===== config.mk =====
export PLATFORM = sky130hd
export DESIGN_NAME = axi_master_arbiter
export DESIGN_NICKNAME = d
export VERILOG_FILES = /design/src/rtl/axi_master_arbiter.sv
export SDC_FILE = /design/constraint.sdc
export NUM_CORES = 1
export LEC_CHECK = 0
export ABC_AREA = 0
export CAP_MARGIN = 0
export CORE_AREA = 2 2 225 227
export DETAILED_ROUTE_END_ITERATION = 12
export DIE_AREA = 0 0 227 229
export GPL_ROUTABILITY_DRIVEN = 0
export PLACE_DENSITY = 0.44
export RECOVER_POWER = 25
export SLEW_MARGIN = 20
export SYNTH_ARGS = -nofsm -noshare
export SYNTH_HDL_FRONTEND = slang
export SYNTH_SLANG_ARGS = --single-unit
export TNS_END_PERCENT = 50

===== constraint.sdc =====
create_clock -name clock -period 1.8 [get_ports clock]
set_input_delay 0.36 -clock clock [delete_from_list [all_inputs] [get_ports clock]]
set_output_delay 0.36 -clock clock [all_outputs]
set_load 0.02 [all_outputs]

===== src/rtl/axi_master_arbiter.sv =====
// Two-master AXI4 arbiter (m0 = IFU, m1 = LSU) onto one downstream port; read and write arbitrated independently.
// Define ARB_RR_EN for per-channel round-robin; otherwise fixed priority m1 > m0.
module axi_master_arbiter #(
  parameter int ADDR_W = 32,
  parameter int DATA_W = 32,
  parameter int ID_W   = 4
) (
  input  logic                clock,
  input  logic                reset,
  // master 0 (IFU)
  input  logic                m0_arvalid,
  input  logic [ADDR_W-1:0]   m0_araddr,
  input  logic [ID_W-1:0]     m0_arid,
  input  logic [7:0]          m0_arlen,
  input  logic [2:0]          m0_arsize,
  input  logic [1:0]          m0_arburst,
  output logic                m0_arready,
  output logic                m0_rvalid,
  output logic [DATA_W-1:0]   m0_rdata,
  output logic [1:0]          m0_rresp,
  output logic                m0_rlast,
  output logic [ID_W-1:0]     m0_rid,
  input  logic                m0_rready,
  input  logic                m0_awvalid,
  input  logic [ADDR_W-1:0]   m0_awaddr,
  input  logic [ID_W-1:0]     m0_awid,
  input  logic [7:0]          m0_awlen,
  input  logic [2:0]          m0_awsize,
  input  logic [1:0]          m0_awburst,
  output logic                m0_awready,
  input  logic                m0_wvalid,
  input  logic [DATA_W-1:0]   m0_wdata,
  input  logic [DATA_W/8-1:0] m0_wstrb,
  input  logic                m0_wlast,
  output logic                m0_wready,
  output logic                m0_bvalid,
  output logic [1:0]          m0_bresp,
  output logic [ID_W-1:0]     m0_bid,
  input  logic                m0_bready,
  // master 1 (LSU)
  input  logic                m1_arvalid,
  input  logic [ADDR_W-1:0]   m1_araddr,
  input  logic [ID_W-1:0]     m1_arid,
  input  logic [7:0]          m1_arlen,
  input  logic [2:0]          m1_arsize,
  input  logic [1:0]          m1_arburst,
  output logic                m1_arready,
  output logic                m1_rvalid,
  output logic [DATA_W-1:0]   m1_rdata,
  output logic [1:0]          m1_rresp,
  output logic                m1_rlast,
  output logic [ID_W-1:0]     m1_rid,
  input  logic                m1_rready,
  input  logic                m1_awvalid,
  input  logic [ADDR_W-1:0]   m1_awaddr,
  input  logic [ID_W-1:0]     m1_awid,
  input  logic [7:0]          m1_awlen,
  input  logic [2:0]          m1_awsize,
  input  logic [1:0]          m1_awburst,
  output logic                m1_awready,
  input  logic                m1_wvalid,
  input  logic [DATA_W-1:0]   m1_wdata,
  input  logic [DATA_W/8-1:0] m1_wstrb,
  input  logic                m1_wlast,
  output logic                m1_wready,
  output logic                m1_bvalid,
  output logic [1:0]          m1_bresp,
  output logic [ID_W-1:0]     m1_bid,
  input  logic                m1_bready,
  // downstream port
  output logic                io_master_arvalid,
  output logic [ADDR_W-1:0]   io_master_araddr,
  output logic [ID_W-1:0]     io_master_arid,
  output logic [7:0]          io_master_arlen,
  output logic [2:0]          io_master_arsize,
  output logic [1:0]          io_master_arburst,
  input  logic                io_master_arready,
  input  logic                io_master_rvalid,
  input  logic [DATA_W-1:0]   io_master_rdata,
  input  logic [1:0]          io_master_rresp,
  input  logic                io_master_rlast,
  input  logic [ID_W-1:0]     io_master_rid,
  output logic                io_master_rready,
  output logic                io_master_awvalid,
  output logic [ADDR_W-1:0]   io_master_awaddr,
  output logic [ID_W-1:0]     io_master_awid,
  output logic [7:0]          io_master_awlen,
  output logic [2:0]          io_master_awsize,
  output logic [1:0]          io_master_awburst,
  input  logic                io_master_awready,
  output logic                io_master_wvalid,
  output logic [DATA_W-1:0]   io_master_wdata,
  output logic [DATA_W/8-1:0] io_master_wstrb,
  output logic                io_master_wlast,
  input  logic                io_master_wready,
  input  logic                io_master_bvalid,
  input  logic [1:0]          io_master_bresp,
  input  logic [ID_W-1:0]     io_master_bid,
  output logic                io_master_bready,
  // FSM state observation: read 0=IDLE 1=ADDR 2=DATA; write 0=IDLE 1=ADDR 2=DATA 3=RESP
  output logic [1:0]          o_dbg_rstate,
  output logic [1:0]          o_dbg_wstate
);

  typedef enum logic [1:0] {R_IDLE = 2'd0, R_ADDR = 2'd1, R_DATA = 2'd2} rstate_t;
  typedef enum logic [1:0] {W_IDLE = 2'd0, W_ADDR = 2'd1, W_DATA = 2'd2, W_RESP = 2'd3} wstate_t;

  // Grants are one-hot {m1, m0}; 2'b00 means no grant (only while the FSM is idle).
  rstate_t     r_rstate, w_rstate_nxt;
  wstate_t     r_wstate, w_wstate_nxt;
  logic [1:0]  r_rgnt, w_rgnt_nxt;
  logic [1:0]  r_wgnt, w_wgnt_nxt;
  logic        w_rpick_m1, w_wpick_m1;

  // Handshakes: a transfer happens in a cycle where both valid and ready are high at the clock edge.
`ifdef ARB_RR_EN
  logic r_rptr, r_wptr;  // 1 = favour m1 on a tie

  assign w_rpick_m1 = m1_arvalid && (!m0_arvalid || r_rptr);
  assign w_wpick_m1 = m1_awvalid && (!m0_awvalid || r_wptr);

  always_ff @(posedge clock or negedge reset) begin
    if (!reset) begin
      r_rptr <= 1'b0;
      r_wptr <= 1'b0;
    end else begin
      if (r_rstate == R_DATA && w_rstate_nxt == R_IDLE) r_rptr <= r_rgnt[0];
      if (r_wstate == W_RESP && w_wstate_nxt == W_IDLE) r_wptr <= r_wgnt[0];
    end
  end
`else
  assign w_rpick_m1 = m1_arvalid;
  assign w_wpick_m1 = m1_awvalid;
`endif

  always_ff @(posedge clock or negedge reset) begin
    if (!reset) begin
      r_rstate <= R_IDLE;
      r_wstate <= W_IDLE;
      r_rgnt   <= 2'b00;
      r_wgnt   <= 2'b00;
    end else begin
      r_rstate <= w_rstate_nxt;
      r_wstate <= w_wstate_nxt;
      r_rgnt   <= w_rgnt_nxt;
      r_wgnt   <= w_wgnt_nxt;
    end
  end

  assign o_dbg_rstate = r_rstate;
  assign o_dbg_wstate = r_wstate;

  always_comb begin
    w_rstate_nxt = r_rstate;
    w_rgnt_nxt   = r_rgnt;
    io_master_arvalid = 1'b0; io_master_araddr = '0; io_master_arid = '0;
    io_master_arlen = '0; io_master_arsize = '0; io_master_arburst = '0;
    io_master_rready = 1'b0;
    m0_arready = 1'b0; m1_arready = 1'b0;
    m0_rvalid = 1'b0; m0_rdata = '0; m0_rresp = '0; m0_rlast = 1'b0; m0_rid = '0;
    m1_rvalid = 1'b0; m1_rdata = '0; m1_rresp = '0; m1_rlast = 1'b0; m1_rid = '0;
    case (r_rstate)
      R_IDLE: if (m0_arvalid || m1_arvalid) begin
        w_rgnt_nxt   = w_rpick_m1 ? 2'b10 : 2'b01;
        w_rstate_nxt = R_ADDR;
      end
      R_ADDR: begin
        if (r_rgnt[1]) begin
          io_master_arvalid = m1_arvalid; io_master_araddr = m1_araddr; io_master_arid = m1_arid;
          io_master_arlen = m1_arlen; io_master_arsize = m1_arsize; io_master_arburst = m1_arburst;
          m1_arready = io_master_arready;
        end else begin
          io_master_arvalid = m0_arvalid; io_master_araddr = m0_araddr; io_master_arid = m0_arid;
          io_master_arlen = m0_arlen; io_master_arsize = m0_arsize; io_master_arburst = m0_arburst;
          m0_arready = io_master_arready;
        end
        if (io_master_arvalid && io_master_arready) w_rstate_nxt = R_DATA;
      end
      R_DATA: begin
        if (r_rgnt[1]) begin
          m1_rvalid = io_master_rvalid; m1_rdata = io_master_rdata; m1_rresp = io_master_rresp;
          m1_rlast = io_master_rlast; m1_rid = io_master_rid;
          io_master_rready = m1_rready;
        end else begin
          m0_rvalid = io_master_rvalid; m0_rdata = io_master_rdata; m0_rresp = io_master_rresp;
          m0_rlast = io_master_rlast; m0_rid = io_master_rid;
          io_master_rready = m0_rready;
        end
        // Completion follows rlast only; len/burst are never counted here.
        if (io_master_rvalid && io_master_rready && io_master_rlast) begin
          w_rstate_nxt = R_IDLE;
          w_rgnt_nxt   = 2'b00;
        end
      end
      default: begin
        w_rstate_nxt = R_IDLE;
        w_rgnt_nxt   = 2'b00;
      end
    endcase
  end

  always_comb begin
    w_wstate_nxt = r_wstate;
    w_wgnt_nxt   = r_wgnt;
    io_master_awvalid = 1'b0; io_master_awaddr = '0; io_master_awid = '0;
    io_master_awlen = '0; io_master_awsize = '0; io_master_awburst = '0;
    io_master_wvalid = 1'b0; io_master_wdata = '0; io_master_wstrb = '0; io_master_wlast = 1'b0;
    io_master_bready = 1'b0;
    m0_awready = 1'b0; m1_awready = 1'b0; m0_wready = 1'b0; m1_wready = 1'b0;
    m0_bvalid = 1'b0; m0_bresp = '0; m0_bid = '0;
    m1_bvalid = 1'b0; m1_bresp = '0; m1_bid = '0;
    case (r_wstate)
      W_IDLE: if (m0_awvalid || m1_awvalid) begin
        w_wgnt_nxt   = w_wpick_m1 ? 2'b10 : 2'b01;
        w_wstate_nxt = W_ADDR;
      end
      W_ADDR: begin
        if (r_wgnt[1]) begin
          io_master_awvalid = m1_awvalid; io_master_awaddr = m1_awaddr; io_master_awid = m1_awid;
          io_master_awlen = m1_awlen; io_master_awsize = m1_awsize; io_master_awburst = m1_awburst;
          m1_awready = io_master_awready;
        end else begin
          io_master_awvalid = m0_awvalid; io_master_awaddr = m0_awaddr; io_master_awid = m0_awid;
          io_master_awlen = m0_awlen; io_master_awsize = m0_awsize; io_master_awburst = m0_awburst;
          m0_awready = io_master_awready;
        end
        if (io_master_awvalid && io_master_awready) w_wstate_nxt = W_DATA;
      end
      W_DATA: begin
        if (r_wgnt[1]) begin
          io_master_wvalid = m1_wvalid; io_master_wdata = m1_wdata;
          io_master_wstrb = m1_wstrb; io_master_wlast = m1_wlast;
          m1_wready = io_master_wready;
        end else begin
          io_master_wvalid = m0_wvalid; io_master_wdata = m0_wdata;
          io_master_wstrb = m0_wstrb; io_master_wlast = m0_wlast;
          m0_wready = io_master_wready;
        end
        if (io_master_wvalid && io_master_wready && io_master_wlast) w_wstate_nxt = W_RESP;
      end
      W_RESP: begin
        if (r_wgnt[1]) begin
          m1_bvalid = io_master_bvalid; m1_bresp = io_master_bresp; m1_bid = io_master_bid;
          io_master_bready = m1_bready;
        end else begin
          m0_bvalid = io_master_bvalid; m0_bresp = io_master_bresp; m0_bid = io_master_bid;
          io_master_bready = m0_bready;
        end
        if (io_master_bvalid && io_master_bready) begin
          w_wstate_nxt = W_IDLE;
          w_wgnt_nxt   = 2'b00;
        end
      end
      default: begin
        w_wstate_nxt = W_IDLE;
        w_wgnt_nxt   = 2'b00;
      end
    endcase
  end

endmodule


==> impl_metrics.py, run 1 <==
metrics = {
    "status": {
        "status": "finished with violations",
        "violations": "negative setup slack",
    },
    "drt": {
        "dr_total_vias": 6092,
        "dr.pass1.iters": 4,
        "drc": 0,
        "detail-route-antenna-nets": 0,
        "drt_iter0_drc": 83,
        "avgRoutedWirePerCell_um": 17.6,
        "viasPerCell": 3.34,
        "totalWireLength_um": 32100,
    },
    "power": {
        "p_per_area_mw_per_mm2": 1150,
        "peakVddDrop_uv": 636,
        "power.leakage_uw": 0.00518,
    },
    "grt": {
        "grt_usage_pct": 10.5,
        "grt_max_degree": 49,
        "grt_pass1_vias": 6167,
        "grt.overflow.total": 0,
        "antenna_found_initial": 4,
        "grt_pass1_wl_um": 40200,
    },
    "clocking": {
        "clk_latency_ns": 0.24,
        "cts_max_level": 1,
        "clk_pin_slew_ns": 0.04,
        "cts-root-buf": "clkbuf_16",
        "cts_tree": "done",
        "cts_inserted_buffers": 3,
        "clockBufferDepth": 2,
        "clock-sinks": 6,
        "cts_hold_buf": 0,
    },
    "synthesis": {
        "synth_common_cells": "mux2i_1, nor2b_1, and2_1",
        "synth_xor_xnor_area_share_pct": 0,
        "yosys.area.top_type": "mux2i_1",
        "ys_types": 28,
        "syn_area_mm2": 0.00338,
        "synthArstFlopShare_pct": 100,
        "synth_cells": 472,
        "synth_top_family_by_area": "simple AND/OR/NAND/NOR gates",
        "synthMostInstantiatedCell": "mux2i_1",
        "ys.flop_type": "dfrtp_1",
        "synth_fa_ha_area_share_pct": 1.85,
        "synth_seq_cells": 6,
        "synth_top_area_share_pct": 41.5,
        "synth_area_leaders": "mux2i_1, nor2b_1, and2_1, nor2_1, dfrtp_1",
        "synthMuxAreaShare_pct": 41.8,
        "yosysWarningCount": 0,
        "synth-seq-area-share_pct": 4.44,
        "postSynthNetCount": 809,
        "syn_area_per_cell_um2": 7.16,
        "synth-compound-area-share_pct": 2.55,
        "synth_edf_count": 0,
        "yosys.area_share.simple_pct": 43.4,
    },
    "cells_and_area": {
        "nNetsFinal": 1488,
        "fillers": 5530,
        "final_area_mm2": 0.0119,
        "instances_no_fill": 1825,
        "area_growth_pct": 252,
        "drive_gt1_share_pct": 45.3,
    },
    "floorplanning": {
        "design.core.area_mm2": 0.0497,
        "die_area_mm2": 0.0520,
        "rows": 82,
        "die_h_um": 229,
        "start_util_pct": 6.81,
        "io_pins": 576,
        "die_width_um": 227,
    },
    "timing": {
        "clock_skew_ns": 0.000245,
        "worstMarginPinSlew_ns": 0.509,
        "slew_headroom_pct": 66.0,
        "whs_ns": 0.537,
        "min_period_ns": 2.03,
        "setup_viol": 215,
        "max_freq_mhz": 492,
        "finalHoldViolations": 0,
        "min_period_over_period_pct": 113,
        "rsz0062_at_grt": "yes",
        "maxSlewViolCount": 0,
        "setup_ws_ns": -0.234,
    },
    "run": {
        "drv_cap": 0,
    },
    "setup_path": {
        "start_kind": "flop",
        "cpMaxStageDelayCell": "dfrtp_4",
        "critPathMaxFanout": 13,
        "cp.required_ns": 1.44,
        "cp.buffers_inverters": 4,
        "end_kind": "output pin",
        "path_class": "flop to output pin",
        "critical_path.top_delay_family": "buffers and inverters",
        "crit_arrival_ns": 1.67,
        "max_stage_delay_ns": 0.55,
        "cp_cell_sequence": "buf_12 -> buf_12 -> mux2i_1 -> buf_4 -> nor2b_1 -> buf_4",
    },
    "min_path": {
        "hp-class": "primary input to async pin",
    },
    "place": {
        "port_buffers": 575,
        "place_inst": 1759,
        "place_ws_ns": -0.413,
        "dp_hpwl_um": 25400,
        "place_area_mm2": 0.0108,
    },
}
## worst register-to-register path: stages, from the launching register on
cell and delay [ns]:
dfrtp_4 0.55, buf_12 0.18, buf_4 0.16, and4b_1 0.24, a41oi_1 0.05, a221oi_2 0.32
mux2_4 0.33
## area by class of cell
type	count	area [um^2]	area share (%)
multi-input combinational	419	3590	30.2
timing repair buffer	717	7200	60.5
tap	672	841	7.07
inverter	4	17.5	0.147
sequential	6	159	1.34
antenna	3	7.51	0.0631
clock buffer	4	78.8	0.662
## layer usage
metal  up-vias  global-route usage (%)  routed length (um)
met5         -                       0                   0
met4         0                   0.960                 221
met3        14                    2.69                2820
met2       352                    21.8               17900
met1      2796                    10.5               11100
li1       2930                       -                   -
## flip-flops by register name (all words and copies together) (netlist names)
name,flops
r_wgnt,1
o_dbg_wstate,2
o_dbg_rstate,2
r_rgnt,1
## worst paths after layout
check	end	depth (start not counted)	slack, ns	startpoint
setup / recovery	io_master_wstrb[0]	6	-0.23	r_wgnt[1]$_DFFE_PN0P_
hold / removal	r_wgnt[1]$_DFFE_PN0P_	1	0.54	reset
setup reg to reg	o_dbg_wstate[1]$_DFFE_PN0P_	6	-0.15	r_wgnt[1]$_DFFE_PN0P_
hold reg to reg	o_dbg_rstate[0]$_DFFE_PN0P_	2	0.63	o_dbg_rstate[1]$_DFFE_PN0P_
max in group asynchronous	r_wgnt[1]$_DFFE_PN0P_	1	0.88	reset
min in group clock	o_dbg_rstate[0]$_DFFE_PN0P_	2	0.63	o_dbg_rstate[1]$_DFFE_PN0P_
## kinds of logic after synthesis
kind of cell | Yosys count
compound gates | 11
simple gates | 262
mux | 141
buf+inv | 47
fa+ha+maj | 5
flops | 6
## power breakdown
part           switching, uW  internal, uW
registers                147           218
logic                   6070          6900
clock network           96.7           296
total                   6320          7420
## repair_timing
action / 4_1_cts / 5_1_grt
endpoints found under the setup margin: 243 / 245
gates resized for setup: 848 / 333
endpoints found under the hold margin: 0 / 0
gates cloned: 7 / 14
setup buffers: 14 / 26
pin swaps: 4 / 25
## placed cells by master, fill, tap and decap left out, types with 5 or more instances in the layout
master / netlist / routed
buf_16: 0 / 7
buf_12: 0 / 30
mux2i_1: 140 / 123
dlygate4sd2_1: 0 / 6
nor2_1: 64 / 58
mux2i_4: 0 / 5
clkbuf_16: 0 / 15
and2_4: 0 / 40
buf_2: 16 / 43
buf_6: 0 / 99
nor2b_4: 0 / 17
nor2b_2: 0 / 42
and3_1: 9 / 8
and2_1: 86 / 46
buf_4: 1 / 163
nor2b_1: 90 / 31
clkbuf_2: 0 / 18
nand2_1: 6 / 5
mux2i_2: 0 / 12
clkdlybuf4s50_1: 0 / 333
## stage by stage
step	total power, uW	setup TNS, ns	utilization, %
3_5_place_dp	11400	-54.37	21.7
3_3_place_gp	11500	-55.36	21.7
2_1_floorplan	5660	0	-
4_1_cts	12300	-26.68	22.5
6_report	13700	-16.63	24.0
5_1_grt	14500	-31.68	24.0
Power figures use the tool's default switching activity.
==> inputs of run 2 (changes only) <==
Settings changed: CORE_AREA 2 2 225 227 to 2 2 224 226, CTS_CLUSTER_SIZE set to 24, DIE_AREA 0 0 227 229 to 0 0 226 228, PLACE_DENSITY 0.44 to 0.43.
Clock period 1.8 ns to 2.4 ns, I/O delays scaled along.
==> impl_metrics.py, run 2 (synthesized netlist as in run 1, its figures left out) <==
metrics = {
    "cells_and_area": {
        "fin_util_pct": 20.0,
        "instances_no_fill": 1709,
        "drive_gt1_share_pct": 7.63,
        "fillers": 5625,
        "nNetsFinal": 1375,
        "seqCellArea_um2": 159,
        "multi_input_area_mm2": 0.00305,
        "final_cell_mix": "clkdlybuf4s50_1, dlygate4sd2_1, mux2i_1",
        "layout_commonest_cell": "clkdlybuf4s50_1",
        "area_growth_pct": 191,
    },
    "setup_path": {
        "crit_arrival_ns": 1.84,
        "start_kind": "flop",
        "critPathMaxFanout": 46,
        "path_class": "flop to output pin",
        "cp.required_ns": 1.92,
        "end_kind": "output pin",
    },
    "timing": {
        "min_period_ns": 2.32,
        "worstMarginPinSlew_ns": 0.513,
        "clock_skew_ns": 0.000284,
        "maxSlewViolCount": 0,
        "rsz0062_at_grt": "no",
        "max_freq_mhz": 430,
        "setup_viol": 0,
        "min_period_over_period_pct": 96.9,
        "slew_headroom_pct": 65.7,
        "finalHoldViolations": 0,
    },
    "drt": {
        "drc": 0,
        "totalWireLength_um": 28900,
        "dr.pass1.iters": 4,
        "viasPerCell": 3.24,
        "detail-route-antenna-nets": 0,
        "avgRoutedWirePerCell_um": 16.9,
        "dr_total_vias": 5537,
        "drt_iter0_drc": 112,
    },
    "power": {
        "p_per_area_mw_per_mm2": 758,
        "peakVddDrop_uv": 394,
        "power.leakage_uw": 0.00456,
    },
    "clocking": {
        "cts_tree": "done",
        "cts-root-buf": "clkbuf_16",
        "post_cts_buffers": 0,
        "clk_latency_ns": 0.24,
        "clockBufferDepth": 2,
        "clk_pin_slew_ns": 0.04,
        "cts_max_level": 1,
        "cts_hold_buf": 0,
        "cts_inserted_buffers": 3,
        "clock-sinks": 6,
    },
    "run": {
        "drv_cap": 0,
    },
    "min_path": {
        "hp-class": "flop to flop",
    },
    "grt": {
        "antenna_found_initial": 9,
        "grt_usage_pct": 10.5,
        "grt_max_degree": 51,
        "grt_pass1_wl_um": 39300,
        "grt.overflow.total": 0,
        "grt_pass1_vias": 5862,
    },
    "place": {
        "port_buffers": 575,
        "place_inst": 1704,
        "dp_hpwl_um": 25400,
    },
    "floorplanning": {
        "design.core.area_mm2": 0.0493,
        "die_h_um": 228,
        "die_width_um": 226,
        "io_pins": 576,
        "rows": 82,
        "die_area_mm2": 0.0515,
        "start_util_pct": 6.85,
    },
    "status": {
        "status": "finished clean",
    },
}
## run 2: changes by cell type in the layout (fill, tap and decap cells not counted), sizes merged, moves of 5 or more
cell	delta
dlymetal6s2s	+7
dlygate4sd3	+5
buf	-304
clkbuf	+17
dlygate4sd2	+153
clkdlybuf4s50	+5
## run 2: per-stage QoR
stage / power, uW / hold slack [ns] / TNS [ns] / area, um^2 / setup slack (ns)
finish: 7460 / 0.568 / 0 / 9850 / 0.0751
global route: 8010 / 0.611 / 0 / 9850 / 0.00914
detailed placement: 7990 / 0.624 / -0.167 / 10200 / -0.167
floorplan: 4110 / 0.184 / 0 / 3380 / 0.369
global placement: 8010 / 0.604 / -0.183 / 10200 / -0.171
CTS: 7880 / 0.630 / -0.628 / 10100 / -0.130
## run 2: timing repair
| action | 4_1_cts | 5_1_grt |
|---|---|---|
| endpoints found under the hold margin | 0 | 0 |
| cloned | 1 | 0 |
| resized for setup | 187 | 84 |
| endpoints found under the setup margin | 196 | 60 |
## run 2: worst paths after layout
path | endpoint | slack [ns] | from | cells past startpoint
setup / recovery | m1_bid[1] | 0.08 | r_wgnt[1]$_DFFE_PN0P_ | 3
max in group asynchronous | r_wgnt[1]$_DFFE_PN0P_ | 1.36 | reset | 1
min in group asynchronous | o_dbg_rstate[0]$_DFFE_PN0P_ | 0.66 | reset | 1
hold reg to reg | o_dbg_wstate[1]$_DFFE_PN0P_ | 0.57 | o_dbg_wstate[1]$_DFFE_PN0P_ | 1
hold / removal | o_dbg_wstate[1]$_DFFE_PN0P_ | 0.57 | o_dbg_wstate[1]$_DFFE_PN0P_ | 1
setup reg to reg | o_dbg_wstate[1]$_DFFE_PN0P_ | 0.27 | r_wgnt[1]$_DFFE_PN0P_ | 5
## run 2: final cells by class
cell class / instances / area share [%]
Antenna cell: 1 / 0.0254
Clock buffer: 3 / 0.762
Inverter: 4 / 0.152
Multi-Input combinational cell: 419 / 31.0
Sequential cell: 6 / 1.61
Tap cell: 672 / 8.54
Timing Repair Buffer: 604 / 57.9
## run 2: critical path: stages, from the launching register on
cell,delay (ns)
dfrtp_4,0.46
buf_12,0.28
and3_1,0.21
clkdlybuf4s50_1,0.60
## run 2: power by group
part	switching (uW)	leakage [uW]	total, uW	internal, uW
Clock	81.4	0.0000370	298	216
Combinational	3810	0.00446	6920	3110
Sequential	78.7	0.0000667	242	164
Total	3970	0.00456	7460	3490
## run 2: routing by layer
metal  up-vias  part of all wire [%]  wire length, um  track usage [%]
met3        20                   9.3             2690             2.94
met5         -                     0                0                0
met1      2465                    36            10400             10.6
li1       2692                     -                -                -
met2       360                    53            15500             21.0
met4         0                   1.4              405             1.76
==> inputs of run 3 (changes only) <==
Settings changed: CAP_MARGIN 0 to not set, HOLD_SLACK_MARGIN set to 0.06.
==> results of run 3 <==
The final DEF is identical to that of run 2; final timing and power are the same.
